<file path="src/rtl/rv32i_mem_top.sv">
// RV32I memory stage: load/store decode, data-RAM strobes, IO request/ack FSM and the MEM/WB register.
// Define RV32I_MEM_MISALIGN_CHK_EN to suppress and flag misaligned half/word accesses.
//
// state   | meaning
// IDLE    | no IO access outstanding
// IO_WAIT | IO request issued, holding it until io_ack
module rv32i_mem_top #(
    parameter logic [31:0] IO_BASE = 32'hFFFF_0000
) (
    input  logic        clk,
    input  logic        reset,
    input  logic        valid_in,
    input  logic [31:0] pc_in,
    input  logic [31:0] iw_in,
    input  logic [31:0] alu_in,
    input  logic [31:0] rs2_in,
    input  logic [4:0]  wb_reg_in,
    input  logic        wb_en_in,
    output logic        stall_out,
    output logic [31:0] memif_addr,
    output logic        memif_we,
    output logic [3:0]  memif_be,
    output logic [31:0] memif_wdata,
    output logic        io_req,
    output logic        io_we,
    output logic [31:0] io_addr,
    output logic [31:0] io_wdata,
    output logic [3:0]  io_be,
    input  logic        io_ack,
    input  logic [31:0] io_rdata,
    output logic [31:0] pc_out,
    output logic [31:0] iw_out,
    output logic [31:0] alu_out,
    output logic [31:0] io_rdata_out,
    output logic [4:0]  wb_reg_out,
    output logic        wb_en_out,
    output logic [1:0]  src_sel_out,
    output logic [4:0]  ld_ctrl_out,
    output logic        misalign_out,
    output logic        df_mem_enable,
    output logic [4:0]  df_mem_reg,
    output logic [31:0] df_mem_data
);

    typedef enum logic {IDLE, IO_WAIT} state_t;

    state_t      state_q, state_d;
    logic [31:0] pc_q, pc_d, iw_q, iw_d, alu_q, alu_d, io_rdata_q, io_rdata_d;
    logic [4:0]  wb_reg_q, wb_reg_d, ld_ctrl_q, ld_ctrl_d;
    logic        wb_en_q, wb_en_d, misalign_q, misalign_d;
    logic [1:0]  src_sel_q, src_sel_d;

    logic [2:0]  funct3;
    logic [1:0]  a_lo;
    logic        is_load, is_store, is_mem, is_io;
    logic        sz_byte, sz_half, sz_word;
    logic        misaligned, io_access, io_req_raw;
    logic [3:0]  be;
    logic [31:0] wdata;

    always_comb begin
        funct3   = iw_in[14:12];
        a_lo     = alu_in[1:0];
        is_load  = (iw_in[6:0] == 7'b0000011);
        is_store = (iw_in[6:0] == 7'b0100011);
        is_mem   = is_load | is_store;
        is_io    = (alu_in >= IO_BASE);
        sz_byte  = (funct3 == 3'd0) | (funct3 == 3'd4);
        sz_half  = (funct3 == 3'd1) | (funct3 == 3'd5);
        sz_word  = (funct3 == 3'd2);

        be    = 4'b0000;
        wdata = rs2_in;
        if (sz_byte) begin
            be    = 4'b0001 << a_lo;
            wdata = {4{rs2_in[7:0]}};
        end else if (sz_half) begin
            be    = 4'b0011 << {a_lo[1], 1'b0};
            wdata = {2{rs2_in[15:0]}};
        end else if (sz_word) begin
            be = 4'b1111;
        end

`ifdef RV32I_MEM_MISALIGN_CHK_EN
        misaligned = (sz_half & a_lo[0]) | (sz_word & (|a_lo));
`else
        misaligned = 1'b0;
`endif
        io_access = valid_in & is_mem & is_io & ~misaligned;
    end

    // Upstream holds its inputs during a stall, so io_* stay stable in IO_WAIT.
    always_comb begin
        state_d    = state_q;
        io_req_raw = 1'b0;
        case (state_q)
            IDLE: begin
                if (io_access) begin
                    io_req_raw = 1'b1;
                    if (!io_ack) state_d = IO_WAIT;
                end
            end
            IO_WAIT: begin
                io_req_raw = 1'b1;
                if (io_ack) state_d = IDLE;
            end
            default: state_d = IDLE;
        endcase
    end

    // Gating with reset makes an abort visible immediately, not at the next edge.
    always_comb begin
        io_req      = io_req_raw & reset;
        stall_out   = io_req & ~io_ack;
        io_we       = is_store;
        io_addr     = alu_in;
        io_wdata    = wdata;
        io_be       = be;
        memif_addr  = {alu_in[31:2], 2'b00};
        memif_we    = valid_in & is_store & ~is_io & ~misaligned & reset;
        memif_be    = be;
        memif_wdata = wdata;
    end

    always_comb begin
        pc_d       = pc_q;
        iw_d       = iw_q;
        alu_d      = alu_q;
        wb_reg_d   = wb_reg_q;
        ld_ctrl_d  = ld_ctrl_q;
        src_sel_d  = src_sel_q;
        wb_en_d    = 1'b0;
        misalign_d = 1'b0;
        if (!stall_out) begin
            pc_d       = pc_in;
            iw_d       = iw_in;
            alu_d      = alu_in;
            wb_reg_d   = wb_reg_in;
            ld_ctrl_d  = {funct3, a_lo};
            wb_en_d    = valid_in & wb_en_in & ~misaligned & ~is_store;
            misalign_d = valid_in & is_mem & misaligned;
            if (valid_in && is_load) src_sel_d = is_io ? 2'd1 : 2'd0;
            else                     src_sel_d = 2'd2;
        end
        io_rdata_d = (io_req_raw && io_ack) ? io_rdata : io_rdata_q;
    end

    always_ff @(posedge clk or negedge reset) begin
        if (!reset) begin
            state_q    <= IDLE;
            pc_q       <= '0;
            iw_q       <= '0;
            alu_q      <= '0;
            io_rdata_q <= '0;
            wb_reg_q   <= '0;
            wb_en_q    <= 1'b0;
            src_sel_q  <= 2'd2;
            ld_ctrl_q  <= '0;
            misalign_q <= 1'b0;
        end else begin
            state_q    <= state_d;
            pc_q       <= pc_d;
            iw_q       <= iw_d;
            alu_q      <= alu_d;
            io_rdata_q <= io_rdata_d;
            wb_reg_q   <= wb_reg_d;
            wb_en_q    <= wb_en_d;
            src_sel_q  <= src_sel_d;
            ld_ctrl_q  <= ld_ctrl_d;
            misalign_q <= misalign_d;
        end
    end

    assign pc_out        = pc_q;
    assign iw_out        = iw_q;
    assign alu_out       = alu_q;
    assign io_rdata_out  = io_rdata_q;
    assign wb_reg_out    = wb_reg_q;
    assign wb_en_out     = wb_en_q;
    assign src_sel_out   = src_sel_q;
    assign ld_ctrl_out   = ld_ctrl_q;
    assign misalign_out  = misalign_q;
    assign df_mem_enable = wb_en_q;
    assign df_mem_reg    = wb_reg_q;
    assign df_mem_data   = alu_q;

endmodule

</file>
<file path="config.mk">
export PLATFORM = sky130hd
export DESIGN_NAME = rv32i_mem_top
export DESIGN_NICKNAME = d
export VERILOG_FILES = /design/src/rtl/rv32i_mem_top.sv
export SDC_FILE = /design/constraint.sdc
export NUM_CORES = 1
export LEC_CHECK = 0
export CORE_AREA = 2 2 189 191
export DETAILED_ROUTE_END_ITERATION = 10
export DIE_AREA = 0 0 191 193
export SETUP_SLACK_MARGIN = 0.02
export SLEW_MARGIN = 20
export SYNTH_ARGS = -nofsm -noshare
export SYNTH_HDL_FRONTEND = slang
export SYNTH_SLANG_ARGS = --single-unit
</file>
<file path="constraint.sdc">
create_clock -name clk -period 5.33 [get_ports clk]
set_clock_uncertainty 0.2 [all_clocks]
set_input_delay 0.7995 -clock clk [delete_from_list [all_inputs] [get_ports clk]]
set_output_delay 0.7995 -clock clk [all_outputs]
set_load 0.05 [all_outputs]
</file>
==> out/summary.txt <==
run status - finished clean
Final GP Congestion - 0.7750
row cnt - 69
hold_buf cts - 0
period utilization - 84.21%
DRC viols - 0
met1 Track Usage GR - 27.52%
Syn Area/Cell - 8.340 sq um
initial antenna violation count - 2
Synth Instances - 1261
leakage - 6.077 nW
Longest Clk Path Bufs - 2
Detail Placement HPWL - 26650 um
Yosys cell types - 38
Levels on crit path - 5
RSZ-0062 raised after global routing - no
Worst-Margin Slew - 1.088 ns
grt ovf - 0
first-pass GRT wire length - 62200 um
critical path capture point type - output port
Root Buffer - clkbuf_16
area of the core - 34960 sq um
DRT antenna net count - 0
Crit Path Max Fanout - 3
WHS - 0.1057 ns
crit-path most repeated cell - clkdlybuf4s50_1
maximum vdd drop - 0.0002168 V
largest net degree at the start of global routing - 134
die width - 191 um
Post-CTS Setup Bufs - 0
Initial DRC Count - 888
total global routing track utilization - 21.42%
Total Neg Setup Slack - 0 ns
# fillers - 3404
total of max-cap violations - 0
Final Hold Fails - 0
post-cts resize count - 0
Netlist Area Pre-Place - 10520 sq um
met2 Use GR - 35.72%
clk sinks - 137
Clock Latency Late Sink - 0.43 ns
Max Clk Rate - 222.8 MHz
Ports - 490
area added between synthesis and finish - 43.51%
layout cells sized above 1 - 7.185%
WP buf/inv - 2
Vias - 11050
IO Port Bufs - 486
delay-heaviest family, CP - buffers and inverters
final net count - 1674
FF-to-FF path depth - 4
CTS buffer count - 17
Routed WL - 41130 um
startpoint class of the critical path - primary input
critical path, cell by cell - clkdlybuf4s50_1 > nand4bb_1 > or4b_2 > nor3_1 > clkdlybuf4s50_1
Syn. warnings - 0
Avg WL per Cell - 20.77 um
number of synthesized register bits - 137
WP data arrival - 3.49 ns
Initial DRT Pass Iterations - 7
vias per cell - 5.580
die area - 36860 sq um
Slowest-stage cell, CP - clkdlybuf4s50_1
fin cells - 1980
Die Ht - 193 um
Inst Count DP - 1946
vias in the first global route - 10520
number of H-tree levels - 4
Starting Density - 30.08%
critical setup path kind - in2out
Reg2Reg Setup Slack - 2.82 ns
sequential share of the synthesized area - 32.61%
met3 Usage GRT - 5.267%
Crit path largest cell delay - 0.91 ns
worst rel slew slack - 27.47%
setup violators final - 0
Power Density - 248.5 nW/um^2
Hold Crit Class - in2async
CP Data Required Time - 4.33 ns
final critical-path required period - 4.488 ns
TritonCTS clock tree - yes
Slew Viols, Final - 0
Most Used Layer, Global Route - met2
clock-pin slew on the worst setup and hold paths - 0.06 ns
cells in the mapped netlist:
cell type / count / area [sq um]
buf_4: 152 / 1141
nand2_1: 140 / 525.5
dfrtp_1: 136 / 3403
nand4_1: 133 / 832.1
nor2b_1: 131 / 819.5
nand3_1: 130 / 650.6
clkbuf_1: 103 / 386.6
and3_1: 97 / 606.8
a221oi_1: 67 / 586.8
a222oi_1: 32 / 320.3
a221oi_2: 30 / 450.4
mux2_2: 16 / 180.2
buf_2: 13 / 65.06
o21ai_0: 10 / 50.05
nor2_1: 9 / 33.78
buf_1: 8 / 30.03
buf_6: 8 / 90.09
mux2i_1: 8 / 80.08
a21oi_1: 6 / 30.03
nor3_1: 6 / 30.03
a211oi_1: 4 / 30.03
nor4_1: 4 / 25.02
and2_1: 2 / 12.51
o31ai_1: 2 / 15.01
a21o_1: 1 / 7.510
a31o_2: 1 / 8.760
clkinv_1: 1 / 3.750
conb_1: 1 / 3.750
dfstp_2: 1 / 26.28
inv_1: 1 / 3.750
nand2b_1: 1 / 6.260
nand4bb_1: 1 / 11.26
o32ai_1: 1 / 8.760
or2_1: 1 / 6.260
or3b_1: 1 / 8.760
or3b_2: 1 / 8.760
or4_1: 1 / 7.510
or4b_2: 1 / 10.01
cell usage in the layout (no fill, tap or decap), types with 2 or more instances in the layout:
| cell | count |
|---|---|
| clkinv_2 | 3 |
| buf_4 | 19 |
| nor4_1 | 3 |
| nor3_1 | 6 |
| bufinv_16 | 4 |
| dfrtp_1 | 135 |
| mux2_2 | 16 |
| clkinv_4 | 2 |
| nor2b_1 | 130 |
| clkinvlp_4 | 3 |
| and3_1 | 97 |
| and2_1 | 2 |
| nand2_1 | 139 |
| nand4_1 | 133 |
| conb_1 | 3 |
| mux2i_1 | 8 |
| o21ai_0 | 10 |
| a222oi_1 | 32 |
| diode_2 | 2 |
| clkbuf_1 | 3 |
| buf_12 | 3 |
| a221oi_2 | 30 |
| nand3_1 | 130 |
| o31ai_1 | 2 |
| a211oi_1 | 4 |
| a21oi_1 | 6 |
| nor2_1 | 8 |
| clkbuf_16 | 17 |
| a221oi_1 | 67 |
| clkdlybuf4s50_1 | 483 |
logic make-up after synthesis:
kind of cell	synth area share, %
AOI/OAI and AO/OA	14.34
buffers and inverters	16.36
DFF	32.61
muxes	2.475
other	0.03566
and+or+nand+nor	34.18
where the power goes:
group	leakage [nW]	internal, mW	switching [mW]
registers	1.49	1.11	0.0544
logic	4.29	0.487	0.828
clock network	0.290	0.782	0.494
total	6.08	2.37	1.38
worst paths after layout:
kind / to / from
max: memif_we / iw_in[1]
min: state_q / reset
max reg2reg: alu_out[28] / state_q
min reg2reg: src_sel_out[0] / src_sel_out[0]
max in group asynchronous: pc_out[8] / reset
min in group clk: src_sel_out[0] / src_sel_out[0]
area by class of cell:
class	count	area, sq um	share of cell area, %
Multi-Input combinational cell	840	5409	35.84
Timing Repair Buffer	506	5049	33.45
Sequential cell	137	3433	22.75
Tap cell	461	576.8	3.822
Clock buffer	20	436.7	2.893
Clock inverter	12	175.2	1.161
Inverter	2	7.507	0.04974
Antenna cell	2	5.005	0.03316
per-stage QoR:
| stage | total power, mW | worst slack [ns] | cell area, sq um | utilization (%) |
|---|---|---|---|---|
| floorplan | 2.044 | 1.382 | 10520 | - |
| global placement | 2.479 | 0.8031 | 14480 | 41.40 |
| detailed placement | 2.495 | 0.8198 | 14480 | 41.40 |
| CTS | 3.791 | 0.7985 | 15090 | 43.15 |
| global route | 3.910 | 0.6767 | 15090 | 43.16 |
| finish | 3.751 | 0.8416 | 15090 | 43.16 |
layer usage:
metal  share of wire, %  wire length (um)
met1                 42             17160
met5                  0                 0
met4                1.8               739
met2                 49             20100
met3                7.6              3136
Power figures use the tool's default switching activity.
